**src/rtl/tone_sequencer.sv**
```systemverilog
// tone_sequencer: queues {period, duration} notes and plays them back one
// after another into a tone generator, with tick-based note timing.
//
// state | meaning
// ------+---------------------------------------------------------------
// IDLE  | waiting for start; tone silenced
// LOAD  | one cycle: pop the head note and latch its period/duration
// PLAY  | tone held; tick counter wraps every TICK_CYCLES, each wrap
//       | decrements the remaining duration until the note ends
module tone_sequencer #(
    parameter int CPU_CLOCK_FREQ = 50_000_000,
    parameter int TICK_CYCLES    = CPU_CLOCK_FREQ / 1000,
    parameter int DEPTH          = 8
) (
    input  logic                     clk,
    input  logic                     rst,
    input  logic                     note_valid,
    input  logic [23:0]              note_period,
    input  logic [15:0]              note_duration,
    output logic                     note_ready,
    input  logic                     start,
    input  logic                     stop,
    output logic                     busy,
    output logic                     tone_enable,
    output logic [23:0]              tone_switch_period,
    output logic [$clog2(DEPTH):0]   queue_count,
    output logic                     done_pulse
);

    localparam int AW = $clog2(DEPTH);
    localparam int CW = AW + 1;
    localparam int TW = (TICK_CYCLES > 1) ? $clog2(TICK_CYCLES) : 1;
    localparam logic [TW-1:0] TICK_LAST = TW'(TICK_CYCLES - 1);

    typedef enum logic [1:0] {
        S_IDLE = 2'd0,
        S_LOAD = 2'd1,
        S_PLAY = 2'd2
    } state_t;

    state_t          state_q, state_d;
    logic [39:0]     mem_q [DEPTH];
    logic [39:0]     mem_d [DEPTH];
    logic [AW-1:0]   wr_ptr_q, wr_ptr_d;
    logic [AW-1:0]   rd_ptr_q, rd_ptr_d;
    logic [CW-1:0]   count_q, count_d;
    logic [TW-1:0]   tick_q, tick_d;
    logic [15:0]     remain_q, remain_d;
    logic            tone_en_q, tone_en_d;
    logic [23:0]     tone_per_q, tone_per_d;
    logic            busy_q, busy_d;
    logic            done_q, done_d;

    logic            push;
    logic            pop;
    logic [39:0]     head;
    logic [23:0]     head_period;
    logic [15:0]     head_dur;

    assign note_ready         = (count_q < CW'(DEPTH));
    assign queue_count        = count_q;
    assign busy               = busy_q;
    assign tone_enable        = tone_en_q;
    assign tone_switch_period = tone_per_q;
    assign done_pulse         = done_q;

    assign head        = mem_q[rd_ptr_q];
    assign head_period = head[39:16];
    assign head_dur    = head[15:0];

    // Sequencing FSM: next state, note timing and registered tone outputs.
    always_comb begin
        state_d    = state_q;
        tick_d     = tick_q;
        remain_d   = remain_q;
        tone_en_d  = tone_en_q;
        tone_per_d = tone_per_q;
        done_d     = 1'b0;
        pop        = 1'b0;
        unique case (state_q)
            S_IDLE: begin
                if (start && (count_q != '0)) begin
                    state_d = S_LOAD;
                end
            end
            S_LOAD: begin
                pop    = 1'b1;
                tick_d = '0;
                if (head_dur == 16'd0) begin
                    // zero-length note is dropped without ever sounding
                    tone_en_d  = 1'b0;
                    tone_per_d = '0;
                    remain_d   = '0;
                    if (count_q > CW'(1)) begin
                        state_d = S_LOAD;
                    end else begin
                        state_d = S_IDLE;
                        done_d  = 1'b1;
                    end
                end else begin
                    tone_per_d = head_period;
                    tone_en_d  = (head_period != 24'd0);
                    remain_d   = head_dur;
                    state_d    = S_PLAY;
                end
            end
            S_PLAY: begin
                if (tick_q == TICK_LAST) begin
                    tick_d = '0;
                    if (remain_q != 16'd0) begin
                        remain_d = remain_q - 16'd1;
                    end
                    if (remain_q <= 16'd1) begin
                        if (count_q != '0) begin
                            state_d = S_LOAD;
                        end else begin
                            state_d    = S_IDLE;
                            done_d     = 1'b1;
                            tone_en_d  = 1'b0;
                            tone_per_d = '0;
                        end
                    end
                end else begin
                    tick_d = tick_q + TW'(1);
                end
            end
            default: begin
                state_d = S_IDLE;
            end
        endcase
        if (stop) begin
            state_d    = S_IDLE;
            tick_d     = '0;
            remain_d   = '0;
            tone_en_d  = 1'b0;
            tone_per_d = '0;
            done_d     = 1'b0;
            pop        = 1'b0;
        end
        busy_d = (state_d != S_IDLE);
    end

    // Note FIFO: pointer/count update and entry write; stop flushes it.
    always_comb begin
        push     = note_valid && note_ready && !stop;
        mem_d    = mem_q;
        wr_ptr_d = wr_ptr_q + AW'(push);
        rd_ptr_d = rd_ptr_q + AW'(pop);
        count_d  = count_q + CW'(push) - CW'(pop);
        if (push) begin
            mem_d[wr_ptr_q] = {note_period, note_duration};
        end
        if (stop) begin
            wr_ptr_d = '0;
            rd_ptr_d = '0;
            count_d  = '0;
        end
    end

    // Control and output registers with synchronous reset.
    always_ff @(posedge clk) begin
        if (rst) begin
            state_q    <= S_IDLE;
            wr_ptr_q   <= '0;
            rd_ptr_q   <= '0;
            count_q    <= '0;
            tick_q     <= '0;
            remain_q   <= '0;
            tone_en_q  <= 1'b0;
            tone_per_q <= '0;
            busy_q     <= 1'b0;
            done_q     <= 1'b0;
        end else begin
            state_q    <= state_d;
            wr_ptr_q   <= wr_ptr_d;
            rd_ptr_q   <= rd_ptr_d;
            count_q    <= count_d;
            tick_q     <= tick_d;
            remain_q   <= remain_d;
            tone_en_q  <= tone_en_d;
            tone_per_q <= tone_per_d;
            busy_q     <= busy_d;
            done_q     <= done_d;
        end
    end

    // Queue storage; contents need no reset since count gates every read.
    always_ff @(posedge clk) begin
        mem_q <= mem_d;
    end

endmodule
```
**config.mk**
```make
export PLATFORM = sky130hd
export DESIGN_NAME = tone_sequencer
export DESIGN_NICKNAME = d
export VERILOG_FILES = /design/src/rtl/tone_sequencer.sv
export SDC_FILE = /design/constraint.sdc
export NUM_CORES = 1
export LEC_CHECK = 0
export CAP_MARGIN = 20
export CORE_ASPECT_RATIO = 0.8
export CORE_MARGIN = 2
export CORE_UTILIZATION = 60
export CTS_CLUSTER_DIAMETER = 30
export DETAILED_ROUTE_END_ITERATION = 8
export HOLD_SLACK_MARGIN = 0.08
export PLACE_DENSITY = 0.79
export SYNTH_ARGS = -nofsm -noshare
export SYNTH_HDL_FRONTEND = slang
export SYNTH_SLANG_ARGS = --single-unit
```
**constraint.sdc**
```tcl
create_clock -name clk -period 6.1 [get_ports clk]
set_clock_uncertainty 0.1 [all_clocks]
set_input_delay 0.61 -clock clk [delete_from_list [all_inputs] [get_ports clk]]
set_output_delay 0.61 -clock clk [all_outputs]
set_load 0.005 [all_outputs]
```
-- Yosys cells after proc, flatten, opt, wreduce, memory -nomap -nowiden
Index checks and enable logic that the tools add are counted.
- bits in registers: 391
- input bits: 45
- logic and storage cells: 92
- add/subtract/negate cells: 6
- order comparisons: 6
- equality and inequality tests: 7
- mux-type cells: 38
- bitwise logic cells: 2
- reductions and logical operators: 15
- operator list (cell ; number):
    $bwmux 320 ; 1
    $bmux 40 s3 ; 1
    $demux 40 s3 ; 1
    $mux 40 ; 3
    $mux 24 ; 4
    $mux 16 ; 4
    $pmux 16 s2 ; 2
    $pmux 24 s2 ; 1
    $reduce_bool 24->1 ; 1
    $add 16x1->16 const B ; 1
    $eq 16x16->1 const B ; 1
    $le 16x1->1 const B ; 1
    $logic_not 16->1 ; 1
    $reduce_bool 16->1 ; 1
    $sub 16x1->16 const B ; 1
    $mux 1 ; 13
    $mux 2 ; 5
    $ge 4x4->1 const B ; 2
    $ne 2x2->1 const B ; 4
    $not 3->4 ; 2
    $add 3x1->3 ; 2
    $pmux 2 s3 ; 1
    $add 4x1->4 ; 1
    $gt 4x1->1 const B ; 1
    other kinds (14) ; 19

-- Longest topological paths before layout
- word-level depth: 9
- gate-level depth with buffers: 10

-- Worst setup path after synthesis
Ideal clock, no wire load.
- path kind: input to register
- from: in stop
- to: reg mem_q[280] (netlist bit), enable pin
- arrival: 3868 ps
- required time: 5513 ps
- slack: 1644 ps
- cell stages on the path: 3
- path buffers: 0
- cells stage by stage: nor3b_1 nand2b_1 nor3_1
- word-level cells in the longest chain between the ends: 2
- RTL lines (item ; line ; text):
    start, declared ; 22 ; input logic stop,
    $logic_not 1->1 ; 145 ; push = note_valid && note_ready && !stop;
    $logic_and 1x1->1 ; 145 ;
    end signal, assigned ; 189 ; mem_q <= mem_d;
    end, declared ; 42 ; logic [39:0] mem_q [DEPTH];
No other way between the ends.
A chain may end at the register's enable or synchronous reset.

-- Worst setup path in the final report
- from: reg rd_ptr_q[1]
- to: reg tone_en_q (netlist: tone_enable)
- word-level cells in the longest chain between the ends: 7
- RTL lines (item ; line ; text):
    start, declared ; 45 ; logic [AW-1:0] rd_ptr_q, rd_ptr_d;
    start signal, assigned ; 176 ; rd_ptr_q <= rd_ptr_d;
    $not 3->4 (implied by the code) * ; 67 ; assign head = mem_q[rd_ptr_q];
    $bmux 40 s3 * ; 67 ;
    $mux 40 (implied by the code) * (2 in series) ; 67 ;
    $reduce_bool 24->1 / $logic_not 16->1 (equally long branches) ; 102, 89 ;
    $mux 1 * ; 89 ; if (head_dur == 16'd0) begin
    $pmux 1 s2 * ; 80 ; unique case (state_q)
    end signal, assigned ; 180 ; tone_en_q <= tone_en_d;
    end, declared ; 49 ; logic tone_en_q, tone_en_d;
Every way passes the cells marked *; elsewhere a longest branch is shown, timed or not. The select of a mux whose other input is x is not followed.

==> results.md <==
* final number of setup-violating endpoints: 0
* outcome: complete, no violations
* number of buffers inserted by post-CTS setup repair: 0
* #FFs+latches synth: 391
* Max-cap violations: 0
* wire length of the first global-routing pass: 52.4 mm
* critical path peak fanout: 52
* Seq pwr share: 46.3%
* Critical path origin: rd_ptr_q[1]$_SDFF_PP0_
* cell-internal power: 4.97 mW
* cell-by-cell trace of the critical path: buf_4 > mux4_2 > mux2i_1 > nand4_1 > or4_1 > nor3_1 > o2bb2ai_1
* hold_sp: tone_switch_period[4]$_SDFFE_PP0P_
* share of synthesized registers carrying an async set or reset: 0%
* first-pass detailed-route iteration total: 5
* number of DRC markers after the initial detailed-route iteration: 920
* Core Region: 0.0254 sq mm
* proportion of layout cells with a drive suffix above 1: 22.3%
* library cell occupying the most area in the post-synthesis netlist: sky130_fd_sc_hd__edfxtp_1
* largest cells by area after synthesis: sky130_fd_sc_hd__edfxtp_1, sky130_fd_sc_hd__mux4_2, sky130_fd_sc_hd__dfxtp_1
* final count of pins violating max slew: 0
* Longest Clk Path Bufs: 3
* achievable frequency: 0.266 GHz
* clock-pin slew on the worst setup and hold paths: 0.06 ns
* detailed-route vias per instance: 6.30
* starting density of the core: 61.5%
* proportion of power drawn by combinational gates: 2.5%
* area growth from synthesis to final layout: 19.6%
* Resized Gates After CTS: 0
* startpoint of the lowest-slack register-to-register path: rd_ptr_q[1]$_SDFF_PP0_
* gate count of the mapped netlist: 892
* cell at the root of the clock tree: sky130_fd_sc_hd__clkbuf_16
* initial antenna violation count: 0
* part of the cycle the worst path needs: 61.7%
* TritonCTS clock tree: yes
* class of the tightest hold or removal check: reg -> reg
* RSZ-0062 raised after global routing: false
* CTS H-tree depth: 2
* switching power of the nets: 1.32 mW
* Post-synth EDFFs: 320
* Mapped Area: 0.0157 sq mm
* critical path launch point type: flip-flop
* number of remaining DRC errors: 0
* buffers plus inverters on the worst setup path: 1
* clock latency on the worst-skew pair: 0.57 ns
* DP Cell Count: 1293
* Yosys Warn Count: 0
* x dimension of the die: 185 microns
* net switching fraction of the power: 21.0%
* highest-delay cell along the critical path: sky130_fd_sc_hd__dfxtp_4
* Hold Violations, Final: 0
* Yosys top cell area share: 61.4%
* Final Util: 73.6%
* Min Clock Period, post-route: 3.76 ns
* share of synthesized area occupied by flip-flops and latches: 70.4%
* DPL Wire Length: 19.1 mm
* vertical die dimension: 148 microns
* Tot GR Track Use: 25.8%
* cell type group with the largest total delay on the critical path: flip-flops
* CTS Hold Bufs: 0
* distinct cell type count after synthesis: 64
* WL per Instance: 24.3 microns
* Setup Crit Path Kind: reg -> reg
* worst vdd rail ir drop: 0.350 mV
* total I/O pin count: 77
* # diodes: 0
* predominant post-synthesis flop cell: sky130_fd_sc_hd__edfxtp_1
* Syn Nets: 954
* residual antenna-violating net count after detailed routing: 0
* leakage power: 5.95 nW
* cts bufs inserted: 55
* fill cell count: 1454
* synthesized area divided by synthesized cell count: 17.6 sq um
* worst slew pin tran: 1.05 ns
* standard-cell row count: 52
* final weighted congestion in routability-driven placement: 0.814
* port buffer count: 76
* data arrival time at the worst-slack endpoint: 4.11 ns
* total number of vias: 8802
* Slew Limit Headroom: 29.6%
* final-stage net count: 1061
* Largest stage delay, worst path: 0.99 ns
* part of the total power dissipated in the clock network: 51.2%
* crit end category: flip-flop
* final cell count without fillers: 1397
* Die ar.: 0.0274 sq mm
* vias in the first global route: 8926
* PwrDens: 336 mW/mm^2
* final routed wirelength across all metal layers: 34.0 mm
* clk sink count: 391
* Worst EP required: 6.44 ns
* pin count of the biggest net entering global routing: 53
* Overflow after GRT: 0
* Total Power Consumption: 6.29 mW
* total negative slack for setup checks: 0 ns
[cells by family (layout without fill, tap and decap cells)]
logic type	after synthesis	in the layout	synth area share [%]
adders and majority gates	17	17	1.41
DFF	391	391	70.4
buffers and inverters	55	209	1.67
and+or+nand+nor	170	170	5.63
AOI/OAI and AO/OA	121	121	5.84
muxes	122	122	14.1
xor gates and xnor gates	16	16	0.895
[metrics by stage]
| step | hold slack (ns) | setup WS [ns] | cell area [sq um] |
|---|---|---|---|
| 2_1_floorplan | 0.349 | 1.64 | 15700 |
| 3_3_place_gp | 0.359 | 2.42 | 16800 |
| 3_5_place_dp | 0.357 | 2.34 | 16800 |
| 4_1_cts | 0.366 | 2.24 | 18700 |
| 5_1_grt | 0.402 | 2.04 | 18700 |
| 6_report | 0.363 | 2.34 | 18700 |
[power by group through the flow]
stage / combinational [mW] / clock [mW] / sequential [mW]
floorplan: 0.0716 / 0 / 2.97
global route: 0.171 / 3.38 / 2.91
finish: 0.159 / 3.22 / 2.91
CTS: 0.158 / 3.27 / 2.91
global placement: 0.151 / 0 / 2.97
detailed placement: 0.155 / 0 / 2.97
[Yosys cell counts, types with 11 or more instances]
cell / number
sky130_fd_sc_hd__nand4_1: 12
sky130_fd_sc_hd__o21ai_0: 12
sky130_fd_sc_hd__nor2_1: 42
sky130_fd_sc_hd__buf_2: 14
sky130_fd_sc_hd__edfxtp_1: 320
sky130_fd_sc_hd__or3_1: 12
sky130_fd_sc_hd__clkbuf_1: 16
sky130_fd_sc_hd__mux2i_1: 34
sky130_fd_sc_hd__nor3_1: 11
sky130_fd_sc_hd__mux4_2: 78
sky130_fd_sc_hd__dfxtp_1: 71
sky130_fd_sc_hd__xor2_1: 11
sky130_fd_sc_hd__ha_1: 16
sky130_fd_sc_hd__o2bb2ai_1: 15
sky130_fd_sc_hd__nand2_1: 40
sky130_fd_sc_hd__inv_1: 14
sky130_fd_sc_hd__a21oi_1: 26
[cells in the final DEF (no fill, tap or decap), drive strengths merged, types with 5 or more instances in the layout]
master         netlist  routed
a211oi              10      10
a21oi               27      27
a22oi                5       5
and2                 6       6
buf                 25      15
bufinv               0       7
clkbuf              16      59
clkdlybuf4s50        0      76
clkinv               0      23
dfxtp               71      71
edfxtp             320     320
ha                  16      16
inv                 14      26
mux2                10      10
mux2i               34      34
mux4                78      78
nand2               40      40
nand3               10      10
nand4               12      12
nor2                43      43
nor3                11      11
o21ai               19      19
o22ai                7       7
o2bb2ai             25      25
o31ai                7       7
or3                 12      12
or4                 10      10
xnor2                5       5
xor2                11      11
[final cells by class]
type	count	area, sq um	share of cell area [%]
repair buffers	91	873	4.66
clock buffers	59	1410	7.54
clock inverters	45	490	2.62
flip-flops and latches	391	11000	59.0
well taps	351	439	2.34
multi-input cells	446	4420	23.6
inverters	14	52.6	0.281
[layer usage]
layer	global-route usage, %	vias to the layer above	share of wire [%]
met3	4.97	61	8.4
met1	38.0	4476	42
li1	-	3837	-
met4	7.58	0	2.4
met5	0	-	0
met2	40.1	428	47
[sequential cells by signal, indices dropped and copies added, names as in the netlist]
register / cells
tone_switch_period: 24
rd_ptr_q: 3
state_q: 2
remain_q: 16
mem_q: 320
queue_count: 4
tick_q: 16
tone_enable: 1
wr_ptr_q: 3
busy: 1
done_pulse: 1
[final timing paths]
check,end,slack (ns),cells after the start
worst max register to register,tone_enable$_SDFFE_PP0P_,2.34,7
worst max-delay path,tone_enable$_SDFFE_PP0P_,2.34,7
worst min register to register,tone_switch_period[4]$_SDFFE_PP0P_,0.36,1
worst min-delay path,tone_switch_period[4]$_SDFFE_PP0P_,0.36,1
Note: power is estimated with default switching activity, not from simulation.
